$ cat src/rtl/rsa_pkg.sv
// Shared encodings for the RSA modular-exponentiation path.
package rsa_pkg;

  localparam int KEY_W = 8;

  typedef enum logic [1:0] {
    IDLE,
    ISSUE,
    WAIT
  } state_t;

  typedef enum logic [1:0] {
    PRE,
    SQR,
    MUL
  } op_t;

endpackage

$ cat src/rtl/modexp_ctrl_if.sv
// Request/result bus of the modexp sequencer.
interface modexp_ctrl_if #(
  parameter int W = rsa_pkg::KEY_W
);
  logic         start;
  logic [W-1:0] c;
  logic [W-1:0] d;
  logic [W-1:0] n;
  logic [W-1:0] m;
  logic         done;
  logic         err;
  logic         busy;

  modport master (output start, c, d, n, input m, done, err, busy);
  modport slave  (input start, c, d, n, output m, done, err, busy);
endinterface

$ cat src/rtl/div.sv
// Restoring divider, one quotient bit per cycle. done rises WIDTH+FBITS
// cycles after the start edge and holds until the next start. No reset:
// the owner must only look at done after issuing a start.
module div #(
  parameter int WIDTH = 16,
  parameter int FBITS = 0
) (
  input  logic             clk,
  input  logic             start,
  input  logic [WIDTH-1:0] x,
  input  logic [WIDTH-1:0] y,
  output logic [WIDTH-1:0] q,
  output logic [WIDTH-1:0] r,
  output logic             done,
  output logic             dbz,
  output logic             ovf
);
  localparam int NB = WIDTH + FBITS;
  localparam int CW = $clog2(NB + 1);

  logic [NB-1:0]    qs;   // dividend bits shift out, quotient bits shift in
  logic [WIDTH-1:0] rs;
  logic [WIDTH-1:0] ys;
  logic [CW-1:0]    cnt;
  logic             run;
  logic [WIDTH:0]   sh;
  logic             ge;

  // trial subtraction of the shifted partial remainder
  always_comb begin
    sh = {rs, qs[NB-1]};
    ge = (sh >= {1'b0, ys});
  end

  // iterate one bit per cycle after a start
  always_ff @(posedge clk) begin
    if (start) begin
      qs   <= NB'(x) << FBITS;
      rs   <= '0;
      ys   <= y;
      cnt  <= '0;
      run  <= 1'b1;
      done <= 1'b0;
      dbz  <= (y == '0);
    end else if (run) begin
      if (ge) begin
        rs <= WIDTH'(sh - {1'b0, ys});
        qs <= {qs[NB-2:0], 1'b1};
      end else begin
        rs <= sh[WIDTH-1:0];
        qs <= {qs[NB-2:0], 1'b0};
      end
      cnt <= cnt + 1'b1;
      if (cnt == CW'(NB - 1)) begin
        run  <= 1'b0;
        done <= 1'b1;
      end
    end
  end

  assign q   = qs[WIDTH-1:0];
  assign r   = rs;
  assign ovf = ((qs >> WIDTH) != '0);
endmodule

$ cat src/rtl/modexp_ctrl.sv
// Left-to-right square-and-multiply sequencer: m = c^d mod n.
// Every reduction goes through the restoring divider; all W squarings
// always run so latency depends only on popcount(d).
module modexp_ctrl
  import rsa_pkg::*;
#(
  parameter int W = KEY_W
) (
  input logic          clk,
  input logic          rst_n,
  modexp_ctrl_if.slave bus
);
  localparam int KW = (W > 1) ? $clog2(W) : 1;

  state_t         state;
  op_t            op;
  logic [W-1:0]   c_r, d_r, n_r;
  logic [W-1:0]   acc, base;
  logic [KW-1:0]  k;
  logic [W-1:0]   m_r;
  logic           done_r, err_r, busy_r;

  logic           dv_start;
  logic [2*W-1:0] dv_x, dv_y, dv_q, dv_r;
  logic           dv_done, dv_dbz, dv_ovf;
  logic [W-1:0]   r_lo;
  logic           last, fin;
  logic           unused_div;

  // operands for the current op, from registered acc/base
  always_comb begin
    dv_x = '0;
    case (op)
      PRE:     dv_x = (2*W)'(c_r);
      SQR:     dv_x = (2*W)'(acc) * (2*W)'(acc);
      default: dv_x = (2*W)'(acc) * (2*W)'(base);
    endcase
    dv_y = (2*W)'(n_r);
    r_lo = dv_r[W-1:0];
    last = (k == '0);
    fin  = 1'b0;
    if (state == WAIT && dv_done) begin
      case (op)
        SQR:     fin = !d_r[k] && last;
        MUL:     fin = last;
        default: fin = 1'b0;
      endcase
    end
  end

  // n < 2^W and FBITS=0, so dbz/ovf/high bits never carry information
  assign unused_div = ^{dv_q, dv_dbz, dv_ovf, dv_r[2*W-1:W]};

  div #(.WIDTH(2*W), .FBITS(0)) u_div (
    .clk   (clk),
    .start (dv_start),
    .x     (dv_x),
    .y     (dv_y),
    .q     (dv_q),
    .r     (dv_r),
    .done  (dv_done),
    .dbz   (dv_dbz),
    .ovf   (dv_ovf)
  );

  // sequencer FSM with registered outputs
  always_ff @(posedge clk or negedge rst_n) begin
    if (!rst_n) begin
      state    <= IDLE;
      op       <= PRE;
      c_r      <= '0;
      d_r      <= '0;
      n_r      <= '0;
      acc      <= '0;
      base     <= '0;
      k        <= '0;
      dv_start <= 1'b0;
      m_r      <= '0;
      done_r   <= 1'b0;
      err_r    <= 1'b0;
      busy_r   <= 1'b0;
    end else begin
      done_r   <= 1'b0;
      dv_start <= 1'b0;
      case (state)
        IDLE: begin
          if (bus.start) begin
            c_r <= bus.c;
            d_r <= bus.d;
            n_r <= bus.n;
            if (bus.n == '0) begin
              done_r <= 1'b1;
              err_r  <= 1'b1;
              m_r    <= '0;
            end else begin
              acc      <= W'(1);
              k        <= KW'(W - 1);
              op       <= PRE;
              state    <= ISSUE;
              dv_start <= 1'b1;
              busy_r   <= 1'b1;
            end
          end
        end
        ISSUE: state <= WAIT;
        WAIT: begin
          if (dv_done) begin
            case (op)
              PRE: begin
                base <= r_lo;
                op   <= SQR;
              end
              SQR: begin
                acc <= r_lo;
                if (d_r[k])     op <= MUL;
                else if (!last) k  <= k - 1'b1;
              end
              default: begin
                acc <= r_lo;
                op  <= SQR;
                if (!last) k <= k - 1'b1;
              end
            endcase
            if (fin) begin
              state  <= IDLE;
              busy_r <= 1'b0;
              done_r <= 1'b1;
              err_r  <= 1'b0;
              m_r    <= r_lo;
            end else begin
              state    <= ISSUE;
              dv_start <= 1'b1;
            end
          end
        end
        default: state <= IDLE;
      endcase
    end
  end

  assign bus.m    = m_r;
  assign bus.done = done_r;
  assign bus.err  = err_r;
  assign bus.busy = busy_r;
endmodule

$ cat src/flat_wrapper.sv
// flat-port wrapper written by rule: the top's interface ports become plain ports
module modexp_ctrl_flat import rsa_pkg::*;
#(
  parameter int W = KEY_W
)
  (clk, rst_n, bus_start, bus_c, bus_d, bus_n, bus_m, bus_done, bus_err, bus_busy);
  modexp_ctrl_if #(.W(W)) bus_i ();
  input logic clk;
  input logic rst_n;
  input wire logic [$bits(bus_i.start)-1:0] bus_start;
  input wire logic [$bits(bus_i.c)-1:0] bus_c;
  input wire logic [$bits(bus_i.d)-1:0] bus_d;
  input wire logic [$bits(bus_i.n)-1:0] bus_n;
  output wire logic [$bits(bus_i.m)-1:0] bus_m;
  output wire logic [$bits(bus_i.done)-1:0] bus_done;
  output wire logic [$bits(bus_i.err)-1:0] bus_err;
  output wire logic [$bits(bus_i.busy)-1:0] bus_busy;
  assign bus_i.start = bus_start;
  assign bus_i.c = bus_c;
  assign bus_i.d = bus_d;
  assign bus_i.n = bus_n;
  assign bus_m = bus_i.m;
  assign bus_done = bus_i.done;
  assign bus_err = bus_i.err;
  assign bus_busy = bus_i.busy;
  modexp_ctrl #(.W(W)) u_core (.clk(clk), .rst_n(rst_n), .bus(bus_i));
endmodule
$ cat config.mk
export PLATFORM = sky130hd
export DESIGN_NAME = modexp_ctrl_flat
export DESIGN_NICKNAME = d
export VERILOG_FILES = /design/src/rtl/rsa_pkg.sv /design/src/rtl/modexp_ctrl_if.sv /design/src/rtl/div.sv /design/src/rtl/modexp_ctrl.sv /design/src/flat_wrapper.sv
export SDC_FILE = /design/constraint.sdc
export NUM_CORES = 1
export LEC_CHECK = 0
export CORE_AREA = 2 2 156 196
export DETAILED_ROUTE_END_ITERATION = 8
export DIE_AREA = 0 0 158 198
export GPL_ROUTABILITY_DRIVEN = 0
export GPL_TIMING_DRIVEN = 0
export HOLD_SLACK_MARGIN = 0.06
export PLACE_DENSITY = 0.51
export SYNTH_ARGS = -nofsm -noshare
export SYNTH_HDL_FRONTEND = slang
export SYNTH_SLANG_ARGS = --single-unit
$ cat constraint.sdc
create_clock -name clk -period 15.6 [get_ports clk]
set_clock_uncertainty 0.15 [all_clocks]
set_input_delay 1.56 -clock clk [delete_from_list [all_inputs] [get_ports clk]]
set_output_delay 1.56 -clock clk [all_outputs]
set_load 0.005 [all_outputs]
==> impl_metrics.py <==
metrics = {
    "die": {
        "die_w_microns": 158,
        "die-area_sq_mm": 0.0313,
        "start_util_pct": 29.5,
        "rows": 71,
        "die_y_microns": 198,
        "num_io_pins": 38,
        "core-area_sq_mm": 0.0297,
    },
    "route": {
        "wl_met2_mm": 11.4,
        "wirelength_mm": 21.7,
        "highest_layer": "met4",
        "wl_met1_mm": 9.51,
        "wl_met3_microns": 407,
        "via_per_inst": 4.65,
        "drt_iter0_drc": 341,
        "dr.pass1.iters": 4,
        "routedWlPerCell_microns": 16.2,
        "remaining_drc_errors": 0,
        "vias": 6237,
        "postRouteAntennaNets": 0,
    },
    "clock_network": {
        "cts.clk_slew.worst_paths_ns": 0.08,
        "clk_latency_ns": 0.35,
        "clockRootBuffer": "clkbuf_16",
        "h-tree-depth": 3,
        "ctsResizeCount": 0,
        "cts.sinks": 106,
        "cts.hold.buffers_added": 0,
        "clock_path_buffers": 2,
        "cts_tree": "yes",
        "cts_setup_buffers": 0,
        "cts_buffers": 9,
    },
    "logic_synthesis": {
        "synth_cell_types": 68,
        "async_flop_share_pct": 55.7,
        "yosys.area.top_type": "dfrtp_1",
        "netlist_top_cells_count": "inv_1 (121), ha_1 (81), and2_1 (79), fa_1 (62), dfrtp_1 (59)",
        "yosys_warnings": 0,
        "synth_edf_count": 24,
        "ys_ff_latch": 106,
        "mappedNetlistArea_sq_mm": 0.00875,
        "syn-mean-instance-area_sq_um": 9.87,
        "ys.flop_type": "dfrtp_1",
        "synth_top_area_share_pct": 16.9,
        "yosysSeqAreaShare_pct": 30.4,
        "synth.most_common_cell": "inv_1",
        "synth_nets": 1057,
        "synthTopCellsByArea": "dfrtp_1 (17%), fa_1 (14%), ha_1 (12%)",
        "syn-instance-count": 887,
    },
    "run": {
        "cap_violations": 0,
    },
    "setup_path": {
        "r2r-start": "u_core.acc[0]",
        "cpMostUsedCell": "fa_1",
        "cp_max_fo": 10,
        "cp_slowest_cell": "or4b_2",
        "crit_type": "reg -> reg",
        "arrival_ns": 6.03,
        "cp-start-kind": "flop",
        "reg2reg_depth": 17,
        "critPathMaxStageDelay_ns": 0.63,
        "timing.rr.end": "u_core.u_div.q[11]",
        "critPathBufInv": 4,
        "crit_family": "adder cells",
        "path_cells": "clkbuf_1, nand2_1, fa_1, fa_1, inv_1, fa_1, inv_1, fa_1, inv_1, ha_1, nand2_1, o21bai_1, nand2_1, a21oi_1, o21ai_0, or4b_2, a41oi_1",
        "rrSetupSlack_ns": 9.61,
        "crit_path_end_kind": "flop",
        "crit_required_ns": 15.64,
    },
    "grt": {
        "grt_pass1_wl_mm": 35.6,
        "grt_max_degree": 60,
        "grt_usage_pct": 14.7,
        "antenna_found_initial": 0,
        "grt_pass1_vias": 6485,
        "gr-total-overflow": 0,
    },
    "worst_hold_path": {
        "hold_start": "u_core.n_r[4]",
        "min_delay_path_depth": 0,
        "hp-class": "reg -> reg",
        "min_to": "u_core.u_div.ys[4]",
    },
    "timing": {
        "finalCritPeriodShare_pct": 38.4,
        "final-max-slew-violation-count": 0,
        "slew-limit-headroom_pct": 14.6,
        "hold_viol_final": 0,
        "period_needed_ns": 5.99,
        "rsz0062_at_grt": "false",
        "tns_ns": 0,
        "setup_viol": 0,
        "tightest_slew_ns": 1.28,
        "fmax_mhz": 167,
    },
    "final_layout": {
        "syn_to_final_growth_pct": 13.3,
        "nFillCells": 3136,
        "n_antenna_cell": 0,
        "regArea_sq_mm": 0.00266,
        "layout-drive-gt1-share_pct": 8.83,
        "multi_input_area_sq_mm": 0.00549,
        "finalNonFillerCells": 1341,
        "fin_nets": 1105,
    },
    "outcome": {
        "status": "completed",
    },
    "place": {
        "dp.cells": 1325,
        "placement.io_buffers": 37,
        "dpl.hpwl_mm": 17.0,
    },
    "power": {
        "powerDensity_mw_per_mm2": 160,
        "leakagePower_nw": 4.61,
        "finalPower_w": 0.00159,
        "vdd_ir_drop_max_v": 0.0000713,
    },
}
[sequential cells by signal, indices dropped and copies added (netlist names), 2 cells and up]
name and cells:
u_core.c_r 8, u_core.u_div.r 16, u_core.u_div.q 16, u_core.n_r 8
u_core.base 8, u_core.state 2, u_core.k 3, u_core.u_div.cnt 5
u_core.u_div.ys 8, u_core.op 2, u_core.d_r 8, u_core.acc 8
u_core.bus.m 8
[cell usage in the layout, fill, tap and decap left out, types with 3 or more instances in the layout]
cell type / n
edfxtp_1: 24
fa_1: 62
clkbuf_16: 9
a21o_1: 11
a31oi_1: 7
nand2_1: 57
inv_1: 121
o221ai_1: 3
nor2_1: 55
nand2b_1: 8
clkinv_4: 3
buf_6: 4
nand4_1: 6
xor2_1: 9
xnor2_1: 31
and2_1: 79
ha_1: 81
mux2_2: 43
and3_1: 3
o21ai_0: 40
a21oi_1: 28
clkbuf_1: 24
a211oi_1: 13
a221oi_1: 3
or2_2: 3
a41oi_1: 4
nor3_1: 13
o21a_1: 4
mux2i_1: 7
nor2b_1: 11
dfrtp_1: 59
clkdlybuf4s50_1: 36
nand3_1: 4
dfxtp_1: 23
[logic make-up after synthesis]
logic type	after synthesis	synth area share, %
mux	52	6.89
flops	106	30.4
fa+ha+maj	143	25.8
simple gates	259	15.8
compound gates	136	10.3
xor+xnor	40	4.00
buf+inv	151	6.85
[per-layer routing]
layer	track usage (%)	up-vias
met4	4.27	0
met2	26.5	88
met5	0	-
met1	18.5	3068
li1	-	3060
met3	1.14	21
[worst max path at each step]
| stage | from | to | slack (ns) | depth (start not counted) |
|---|---|---|---|---|
| floorplan | u_core.acc[0] | u_core.u_div.q[11] | 10.62 | 17 |
| global placement | u_core.acc[0] | u_core.u_div.q[11] | 9.74 | 17 |
| detailed placement | u_core.acc[0] | u_core.u_div.q[11] | 9.69 | 17 |
| CTS | u_core.acc[0] | u_core.u_div.q[11] | 9.64 | 17 |
| global route | u_core.acc[0] | u_core.u_div.q[11] | 9.40 | 17 |
| finish | u_core.acc[0] | u_core.u_div.q[11] | 9.61 | 17 |
[where the power goes]
group / switching (W) / internal [W] / total, W
combinational: 0.000479 / 0.000364 / 0.000843
clock: 0.000117 / 0.000113 / 0.000231
sequential: 0.000110 / 0.000405 / 0.000515
total: 0.000706 / 0.000882 / 0.00159
[metrics by stage]
stage	cell area, sq um	utilization, %	worst slack [ns]	hold slack [ns]
finish	9920	33.4	9.61	0.298
global route	9920	33.4	9.40	0.318
CTS	9920	33.4	9.64	0.302
detailed placement	9620	32.4	9.69	0.282
global placement	9620	32.4	9.74	0.282
floorplan	8750	-	10.62	0.271
[area by class of cell]
cell class                      instances  share of cell area (%)
Buffer                                 30                    1.46
Clock buffer                            9                    2.27
Clock inverter                          7                   0.719
Inverter                              121                    4.58
Multi-Input combinational cell        630                    55.4
Sequential cell                       106                    26.8
Tap cell                              401                    5.06
Timing Repair Buffer                   37                    3.71
Power figures use the tool's default switching activity.
